### src/rtl/riscv_pkg.sv
// Shared decode definitions for the RISC-V ID/EX stage: opcodes, the ALU
// control encoding, the immediate-format enum and the pipeline payload types.
package riscv_pkg;

  localparam int unsigned XLEN_DEF = 32;
  localparam int unsigned AW_DEF   = 5;
  localparam int unsigned ALU_CW   = 3;

  // Major opcodes handled by the decoder
  localparam logic [6:0] OP_R      = 7'b0110011;
  localparam logic [6:0] OP_I      = 7'b0010011;
  localparam logic [6:0] OP_LOAD   = 7'b0000011;
  localparam logic [6:0] OP_STORE  = 7'b0100011;
  localparam logic [6:0] OP_BRANCH = 7'b1100011;
  localparam logic [6:0] OP_JAL    = 7'b1101111;

  // ALU control encoding
  localparam logic [ALU_CW-1:0] ALU_ADD = 3'd0;
  localparam logic [ALU_CW-1:0] ALU_SUB = 3'd1;
  localparam logic [ALU_CW-1:0] ALU_AND = 3'd2;
  localparam logic [ALU_CW-1:0] ALU_OR  = 3'd3;
  localparam logic [ALU_CW-1:0] ALU_XOR = 3'd4;
  localparam logic [ALU_CW-1:0] ALU_SLT = 3'd5;
  localparam logic [ALU_CW-1:0] ALU_SLL = 3'd6;
  localparam logic [ALU_CW-1:0] ALU_SRL = 3'd7;

  typedef enum logic [1:0] {IMM_I, IMM_S, IMM_B, IMM_J} imm_src_e;

  typedef struct packed {
    logic              reg_write;
    logic              alu_src;
    logic              mem_write;
    logic              result_src;
    logic              branch;
    logic              jump;
    logic [ALU_CW-1:0] alu_ctrl;
  } ctrl_t;

  // ID/EX payload at the default widths
  typedef struct packed {
    logic                valid;
    ctrl_t               ctrl;
    logic [XLEN_DEF-1:0] rd1;
    logic [XLEN_DEF-1:0] rd2;
    logic [XLEN_DEF-1:0] imm;
    logic [XLEN_DEF-1:0] pc;
    logic [XLEN_DEF-1:0] pc_plus4;
    logic [AW_DEF-1:0]   rd;
    logic [AW_DEF-1:0]   rs1;
    logic [AW_DEF-1:0]   rs2;
  } id_ex_t;

  // ALU operation from funct3/funct7[5]; SUB only exists for R-type
  function automatic logic [ALU_CW-1:0] alu_decode(input logic [2:0] f3,
                                                   input logic f7b5,
                                                   input logic is_r);
    logic [ALU_CW-1:0] op;
    op = ALU_ADD;
    case (f3)
      3'b000:  op = (is_r && f7b5) ? ALU_SUB : ALU_ADD;
      3'b001:  op = ALU_SLL;
      3'b010:  op = ALU_SLT;
      3'b011:  op = ALU_SLT;
      3'b100:  op = ALU_XOR;
      3'b101:  op = ALU_SRL;
      3'b110:  op = ALU_OR;
      default: op = ALU_AND;
    endcase
    return op;
  endfunction

endpackage

### src/rtl/regfile_bypass.sv
// NREG x XLEN register file with x0 hardwired to zero and write-through bypass.
// Ports: clk_i, rst_ni (async, active-low, clears every entry); we_i/waddr_i/
// wdata_i write port; raddr1_i/raddr2_i read addresses; rdata1_c_o/rdata2_c_o
// combinational read data (bypassed from the write port on an address match).
module regfile_bypass
  import riscv_pkg::*;
#(
  parameter  int unsigned XLEN = 32,
  parameter  int unsigned NREG = 32,
  localparam int unsigned AW   = $clog2(NREG)
) (
  input  logic            clk_i,
  input  logic            rst_ni,
  input  logic            we_i,
  input  logic [AW-1:0]   waddr_i,
  input  logic [XLEN-1:0] wdata_i,
  input  logic [AW-1:0]   raddr1_i,
  input  logic [AW-1:0]   raddr2_i,
  output logic [XLEN-1:0] rdata1_c_o,
  output logic [XLEN-1:0] rdata2_c_o
);

  logic [XLEN-1:0] mem_q [NREG];
  logic            wr_en;

  assign wr_en = we_i && (waddr_i != '0);

  // Storage; entry 0 is never written so it stays zero
  always_ff @(posedge clk_i or negedge rst_ni) begin
    if (!rst_ni) begin
      for (int i = 0; i < int'(NREG); i++) mem_q[i] <= '0;
    end else if (wr_en) begin
      mem_q[waddr_i] <= wdata_i;
    end
  end

  // Read ports: x0 is zero, a same-cycle write to the read address wins
  always_comb begin
    rdata1_c_o = mem_q[raddr1_i];
    rdata2_c_o = mem_q[raddr2_i];
    if (wr_en && (waddr_i == raddr1_i)) rdata1_c_o = wdata_i;
    if (wr_en && (waddr_i == raddr2_i)) rdata2_c_o = wdata_i;
    if (raddr1_i == '0) rdata1_c_o = '0;
    if (raddr2_i == '0) rdata2_c_o = '0;
  end

endmodule

### src/rtl/decode_stage_hz.sv
// RISC-V decode stage plus ID/EX pipeline register with stall/flush.
// Inputs: clk, rst (async active-low), InstrD/PCD/PCPlus4D from IF/ID,
// RegWriteW/RDW/ResultW writeback port, StallE/FlushE from the hazard unit.
// Outputs: RS1_D/RS2_D (combinational source addresses), registered EX-side
// controls, operands, immediate, PCs, register addresses and ValidE.
module decode_stage_hz
  import riscv_pkg::*;
#(
  parameter  int unsigned XLEN = 32,
  parameter  int unsigned NREG = 32,
  parameter  int unsigned ACW  = 3,
  localparam int unsigned AW   = $clog2(NREG)
) (
  input  logic            clk,
  input  logic            rst,
  input  logic [XLEN-1:0] InstrD,
  input  logic [XLEN-1:0] PCD,
  input  logic [XLEN-1:0] PCPlus4D,
  input  logic            RegWriteW,
  input  logic [AW-1:0]   RDW,
  input  logic [XLEN-1:0] ResultW,
  input  logic            StallE,
  input  logic            FlushE,
  output logic [AW-1:0]   RS1_D,
  output logic [AW-1:0]   RS2_D,
  output logic            RegWriteE,
  output logic            ALU_SrcE,
  output logic            MemWriteE,
  output logic            ResultSrcE,
  output logic            BranchE,
  output logic            JumpE,
  output logic [ACW-1:0]  ALUControlE,
  output logic [XLEN-1:0] RD1_E,
  output logic [XLEN-1:0] RD2_E,
  output logic [XLEN-1:0] Imm_Ext_E,
  output logic [XLEN-1:0] PCE,
  output logic [XLEN-1:0] PCPlus4E,
  output logic [AW-1:0]   RD_E,
  output logic [AW-1:0]   RS1_E,
  output logic [AW-1:0]   RS2_E,
  output logic            ValidE
);

  typedef struct packed {
    logic            valid;
    ctrl_t           ctrl;
    logic [XLEN-1:0] rd1;
    logic [XLEN-1:0] rd2;
    logic [XLEN-1:0] imm;
    logic [XLEN-1:0] pc;
    logic [XLEN-1:0] pc_plus4;
    logic [AW-1:0]   rd;
    logic [AW-1:0]   rs1;
    logic [AW-1:0]   rs2;
  } ex_t;

  logic [31:0]     instr;
  logic [6:0]      opcode;
  ctrl_t           ctrl_d;
  imm_src_e        imm_src;
  logic [31:0]     imm32;
  logic [XLEN-1:0] imm_ext;
  logic [XLEN-1:0] rd1_c;
  logic [XLEN-1:0] rd2_c;
  ex_t             ex_d;
  ex_t             ex_q;

  assign instr  = InstrD[31:0];
  assign opcode = instr[6:0];
  assign RS1_D  = AW'(instr[19:15]);
  assign RS2_D  = AW'(instr[24:20]);

  // Instruction bits above 31 carry no encoding when XLEN > 32
  if (XLEN > 32) begin : g_wide
    logic unused_hi;
    assign unused_hi = ^InstrD[XLEN-1:32];
  end

  // Main control decode; unknown opcodes leave every control bit low
  always_comb begin
    ctrl_d  = '0;
    imm_src = IMM_I;
    case (opcode)
      OP_R: begin
        ctrl_d.reg_write = 1'b1;
        ctrl_d.alu_ctrl  = alu_decode(instr[14:12], instr[30], 1'b1);
      end
      OP_I: begin
        ctrl_d.reg_write = 1'b1;
        ctrl_d.alu_src   = 1'b1;
        ctrl_d.alu_ctrl  = alu_decode(instr[14:12], instr[30], 1'b0);
      end
      OP_LOAD: begin
        ctrl_d.reg_write  = 1'b1;
        ctrl_d.alu_src    = 1'b1;
        ctrl_d.result_src = 1'b1;
      end
      OP_STORE: begin
        ctrl_d.mem_write = 1'b1;
        ctrl_d.alu_src   = 1'b1;
        imm_src          = IMM_S;
      end
      OP_BRANCH: begin
        ctrl_d.branch   = 1'b1;
        ctrl_d.alu_ctrl = ALU_SUB;
        imm_src         = IMM_B;
      end
      OP_JAL: begin
        ctrl_d.jump      = 1'b1;
        ctrl_d.reg_write = 1'b1;
        imm_src          = IMM_J;
      end
      default: ;
    endcase
  end

  // Immediate assembly in 32 bits, then sign-extension to XLEN
  always_comb begin
    imm32 = '0;
    case (imm_src)
      IMM_I: imm32 = {{20{instr[31]}}, instr[31:20]};
      IMM_S: imm32 = {{20{instr[31]}}, instr[31:25], instr[11:7]};
      IMM_B: imm32 = {{19{instr[31]}}, instr[31], instr[7], instr[30:25],
                      instr[11:8], 1'b0};
      IMM_J: imm32 = {{11{instr[31]}}, instr[31], instr[19:12], instr[20],
                      instr[30:21], 1'b0};
      default: imm32 = '0;
    endcase
  end

  assign imm_ext = XLEN'($signed(imm32));

  regfile_bypass #(
    .XLEN(XLEN),
    .NREG(NREG)
  ) u_rf (
    .clk_i      (clk),
    .rst_ni     (rst),
    .we_i       (RegWriteW),
    .waddr_i    (RDW),
    .wdata_i    (ResultW),
    .raddr1_i   (RS1_D),
    .raddr2_i   (RS2_D),
    .rdata1_c_o (rd1_c),
    .rdata2_c_o (rd2_c)
  );

  // ID/EX next state: flush beats stall, stall holds, otherwise capture
  always_comb begin
    ex_d = ex_q;
    if (FlushE) begin
      ex_d = '0;
    end else if (!StallE) begin
      ex_d.valid    = 1'b1;
      ex_d.ctrl     = ctrl_d;
      ex_d.rd1      = rd1_c;
      ex_d.rd2      = rd2_c;
      ex_d.imm      = imm_ext;
      ex_d.pc       = PCD;
      ex_d.pc_plus4 = PCPlus4D;
      ex_d.rd       = AW'(instr[11:7]);
      ex_d.rs1      = RS1_D;
      ex_d.rs2      = RS2_D;
    end
  end

  always_ff @(posedge clk or negedge rst) begin
    if (!rst) ex_q <= '0;
    else      ex_q <= ex_d;
  end

  assign RegWriteE   = ex_q.ctrl.reg_write;
  assign ALU_SrcE    = ex_q.ctrl.alu_src;
  assign MemWriteE   = ex_q.ctrl.mem_write;
  assign ResultSrcE  = ex_q.ctrl.result_src;
  assign BranchE     = ex_q.ctrl.branch;
  assign JumpE       = ex_q.ctrl.jump;
  assign ALUControlE = ACW'(ex_q.ctrl.alu_ctrl);
  assign RD1_E       = ex_q.rd1;
  assign RD2_E       = ex_q.rd2;
  assign Imm_Ext_E   = ex_q.imm;
  assign PCE         = ex_q.pc;
  assign PCPlus4E    = ex_q.pc_plus4;
  assign RD_E        = ex_q.rd;
  assign RS1_E       = ex_q.rs1;
  assign RS2_E       = ex_q.rs2;
  assign ValidE      = ex_q.valid;

endmodule

### config.mk
export PLATFORM = sky130hd
export DESIGN_NAME = decode_stage_hz
export DESIGN_NICKNAME = d
export VERILOG_FILES = /design/src/rtl/riscv_pkg.sv /design/src/rtl/regfile_bypass.sv /design/src/rtl/decode_stage_hz.sv
export SDC_FILE = /design/constraint.sdc
export NUM_CORES = 2
export LEC_CHECK = 0
export BUFFER_PORTS_ARGS = -buffer_cell sky130_fd_sc_hd__buf_2
export CAP_MARGIN = 20
export CORE_MARGIN = 2
export CORE_UTILIZATION = 45
export CTS_CLUSTER_DIAMETER = 40
export CTS_CLUSTER_SIZE = 10
export DETAILED_ROUTE_END_ITERATION = 7
export PLACE_DENSITY = 0.73
export REMOVE_ABC_BUFFERS = 1
export SYNTH_ARGS = -nofsm -noshare
export SYNTH_HDL_FRONTEND = slang
export SYNTH_SLANG_ARGS = --single-unit
### constraint.sdc
create_clock -name clk -period 5 [get_ports clk]
set_clock_uncertainty 0.15 [all_clocks]
set_input_delay 1 -clock clk [delete_from_list [all_inputs] [get_ports clk]]
set_output_delay 1 -clock clk [all_outputs]
set_load 0.01 [all_outputs]
==> flow_summary_export.csv <==
group,metric,value,unit
cts,cts.sinks,1198,
global_routing,grt_use_total,28.0,%
cts,cts_hold_buf,0,
power,switching_share,27.4,%
cts,cts_resized,0,
drt,wl,193000,µm
critical_path,r2r_cells,4,
drt,wl_per_cell,28.6,µm
hold_path,hp-class,"in2async",
flow_run,maxCapViolations,0,
critical_path,end_kind,"output pin",
cts,insertion_delay,770,ps
cts,cts_max_level,4,
power,power.leakage,30.9,nW
power,p_total,29.1,mW
floorplan,core-area,133000,µm²
synthesis,yosysSeqAreaShare,49.5,%
cts,clkTransAtPathRegs,50,ps
cts,cts_root_buffer,"clkbuf_16",
critical_path,crit_path_max_fanout,50,
drt,postRouteAntennaNets,0,
timing,fin_crit_sh,72.2,%
floorplan,die_y,371,µm
place,dp_hpwl,114000,µm
global_routing,first_global_vias,44485,
power,seqPwrFrac,43.4,%
timing,finalSetupTns,0,ps
synthesis,ys_seq_elements,1198,
floorplan,rows,134,
floorplan,initial_core_util,45.4,%
floorplan,dieArea,138000,µm²
drt,vias_per_cell,6.47,
power,p_comb_share,16.6,%
timing,hold_violations,0,
critical_path,rrSetupSlack,2830,ps
critical_path,startpoint_type,"primary input",
global_routing,grt-ovfl-total,0,
floorplan,pin_count,333,
synthesis,syn_area,60600,µm²
power,p_clk_share,39.9,%
power,switchingPower,7.98,mW
global_routing,grt_max_degree,147,
timing,setup_viol,0,
timing,slew_headroom,17.1,%
drt,drtPass1Iterations,5,
critical_path,worstSetupPathType,"in2out",
place,gp_congestion,0.858,
synthesis,netlist_instances,4720,
timing,fin_crit,3610,ps
critical_path,cp.arrival,2460,ps
critical_path,r2r_start,"u_rf.mem_q[562]",
drt,drc_errors,0,
drt,vias,43584,
synthesis,synth_ff_type,"dfrtp_1",
outcome,outcome,"completed",
layout,nNetsFinal,4985,
critical_path,rr_endpoint,"RD2_E[18]",
timing,tightest_slew,1240,ps
timing,max_freq,277,MHz
cts,cts_tree,"done",
layout,drive_gt1_share,36.5,%
timing,rsz0062_at_grt,"no",
synthesis,async_flop_share,100,%
place,portBuffers,332,
drt,drt_iter0_drc,4770,
synthesis,ys_warn_count,0,
critical_path,crit_required,3850,ps
cts,clockBufferDepth,3,
synthesis,synth_cell_types,62,
power,ir_drop,0.348,mV
cts,cts_buffers,170,
global_routing,antenna_found_initial,13,
power,power_density,419,nW/µm²
layout,fillerInstances,11007,
synthesis,postSynthAreaPerCell,12.8,µm²
power,internal_power,21.1,mW
global_routing,grt_pass1_wl,288000,µm
synthesis,synth_edf_count,0,
layout,area_delta_synth_final,14.5,%
timing,drv_slew,0,
floorplan,die_w,371,µm
cts,cts_setup_buffers,0,
[worst max-delay path: stages]
cell and delay (ps):
buf_8 340, buf_4 780, buf_2 290
[cells in the mapped netlist (7+ instances only)]
cell type	count	share of area [%]
dfrtp_1	1198	49
mux4_2	479	18
mux2_1	12	0.22
nor2b_1	9	0.093
o2111ai_1	32	0.46
o22ai_1	33	0.34
clkbuf_1	334	2.1
a21oi_1	20	0.17
mux2_2	569	11
buf_1	29	0.18
buf_2	93	0.77
a221o_1	22	0.36
o221ai_1	20	0.29
a22o_1	9	0.13
or4_1	12	0.15
nor4_1	24	0.25
nand3_1	7	0.058
nor2_1	122	0.76
o211ai_1	64	0.79
nand2_1	626	3.9
o21ai_0	491	4.1
nor3_1	11	0.091
buf_4	34	0.42
o21ai_1	8	0.066
inv_1	38	0.24
a22oi_1	10	0.12
and2_1	48	0.50
o22a_1	20	0.29
mux2i_1	228	3.8
a211oi_1	42	0.52
[power groups by stage]
stage,Clock [mW],Combinational [mW],Sequential (mW)
final,11.6,4.84,12.6
after global routing,12.2,5.26,12.8
after CTS,11.7,4.85,12.6
after detailed placement,0,4.82,12.7
after global placement,0,4.65,12.6
after floorplan,0,3.26,12.3
[registers in the layout, indices dropped and copies added (netlist names), 3 cells and up]
register,cells
ALUControlE,3
PCPlus4E,32
RD1_E,32
RD_E,5
RS2_E,5
Imm_Ext_E,21
PCE,32
RD2_E,32
RS1_E,5
u_rf.mem_q,1024
[worst max-delay path by stage]
stage | slack, ps | startpoint | endpoint | cells past startpoint
2_1_floorplan | 720 | RDW[2] | RD1_E[0] | 5
3_3_place_gp | 1170 | InstrD[22] | RD2_E[3] | 7
3_5_place_dp | 1130 | InstrD[21] | RD2_E[22] | 7
4_1_cts | 1400 | InstrD[21] | RS2_D[1] | 3
5_1_grt | 1340 | InstrD[21] | RS2_D[1] | 3
6_report | 1390 | InstrD[21] | RS2_D[1] | 3
[cells in the final DEF (no fill, tap or decap), drive strengths merged, types with 7 or more instances in the layout]
cell | Yosys | layout
mux4 | 479 | 479
bufinv | 0 | 7
nand3 | 7 | 7
o22a | 20 | 20
o221ai | 20 | 20
clkbuf | 334 | 225
o2111ai | 32 | 32
a21oi | 20 | 20
mux2 | 581 | 581
nor2 | 123 | 123
o211ai | 64 | 64
and2 | 48 | 48
nor3 | 11 | 11
nor2b | 9 | 9
a221o | 22 | 22
nor4 | 24 | 24
a22o | 9 | 9
inv | 39 | 53
dfrtp | 1198 | 1198
a22oi | 10 | 10
clkinv | 0 | 37
nand2 | 626 | 626
or4 | 12 | 12
a211oi | 42 | 42
o22ai | 33 | 33
o21ai | 499 | 499
clkinvlp | 0 | 9
buf | 162 | 450
mux2i | 228 | 228
[final cells by class]
class | count | area (µm²) | share of cell area [%]
Antenna cell | 3 | 7.51 | 0.0108
Multi-Input combinational cell | 2987 | 28500 | 41.1
Inverter | 39 | 146 | 0.211
Timing Repair Buffer | 451 | 3040 | 4.38
Sequential cell | 1198 | 30000 | 43.2
Clock inverter | 67 | 704 | 1.02
Clock buffer | 224 | 4780 | 6.89
Tap cell | 1768 | 2210 | 3.19
[per-stage QoR]
step / setup slack, ps / hold WS [ps] / area (µm²) / std cells / utilization [%]
finish: 1390 / 61.5 / 69400 / 6737 / 52.0
global route: 1340 / 182 / 69400 / 6736 / 52.0
CTS: 1400 / 210 / 69400 / 6734 / 52.0
detailed placement: 1130 / 233 / 63900 / 6443 / 47.9
global placement: 1170 / 228 / 63900 / 6442 / 47.9
floorplan: 715 / 215 / 58400 / 4224 / -
[layer usage]
layer	global-route usage, %	share of wire, %	vias to the layer above	routed length, µm
li1	-	-	17748	-
met4	13.6	5.1	20	9730
met3	8.24	11	614	21600
met2	42.6	45	2706	86800
met5	0	0.063	-	122
met1	36.8	39	22496	74400
[logic make-up after synthesis]
kind of cell    count (synthesis)  share of synthesized area (%)
compound gates                799                           8.04
buf+inv                       535                           3.79
flops                        1198                           49.5
mux                          1288                           32.4
simple gates                  890                           6.16
xor+xnor                       10                          0.145
No activity file was read; power rests on OpenSTA's default activity.
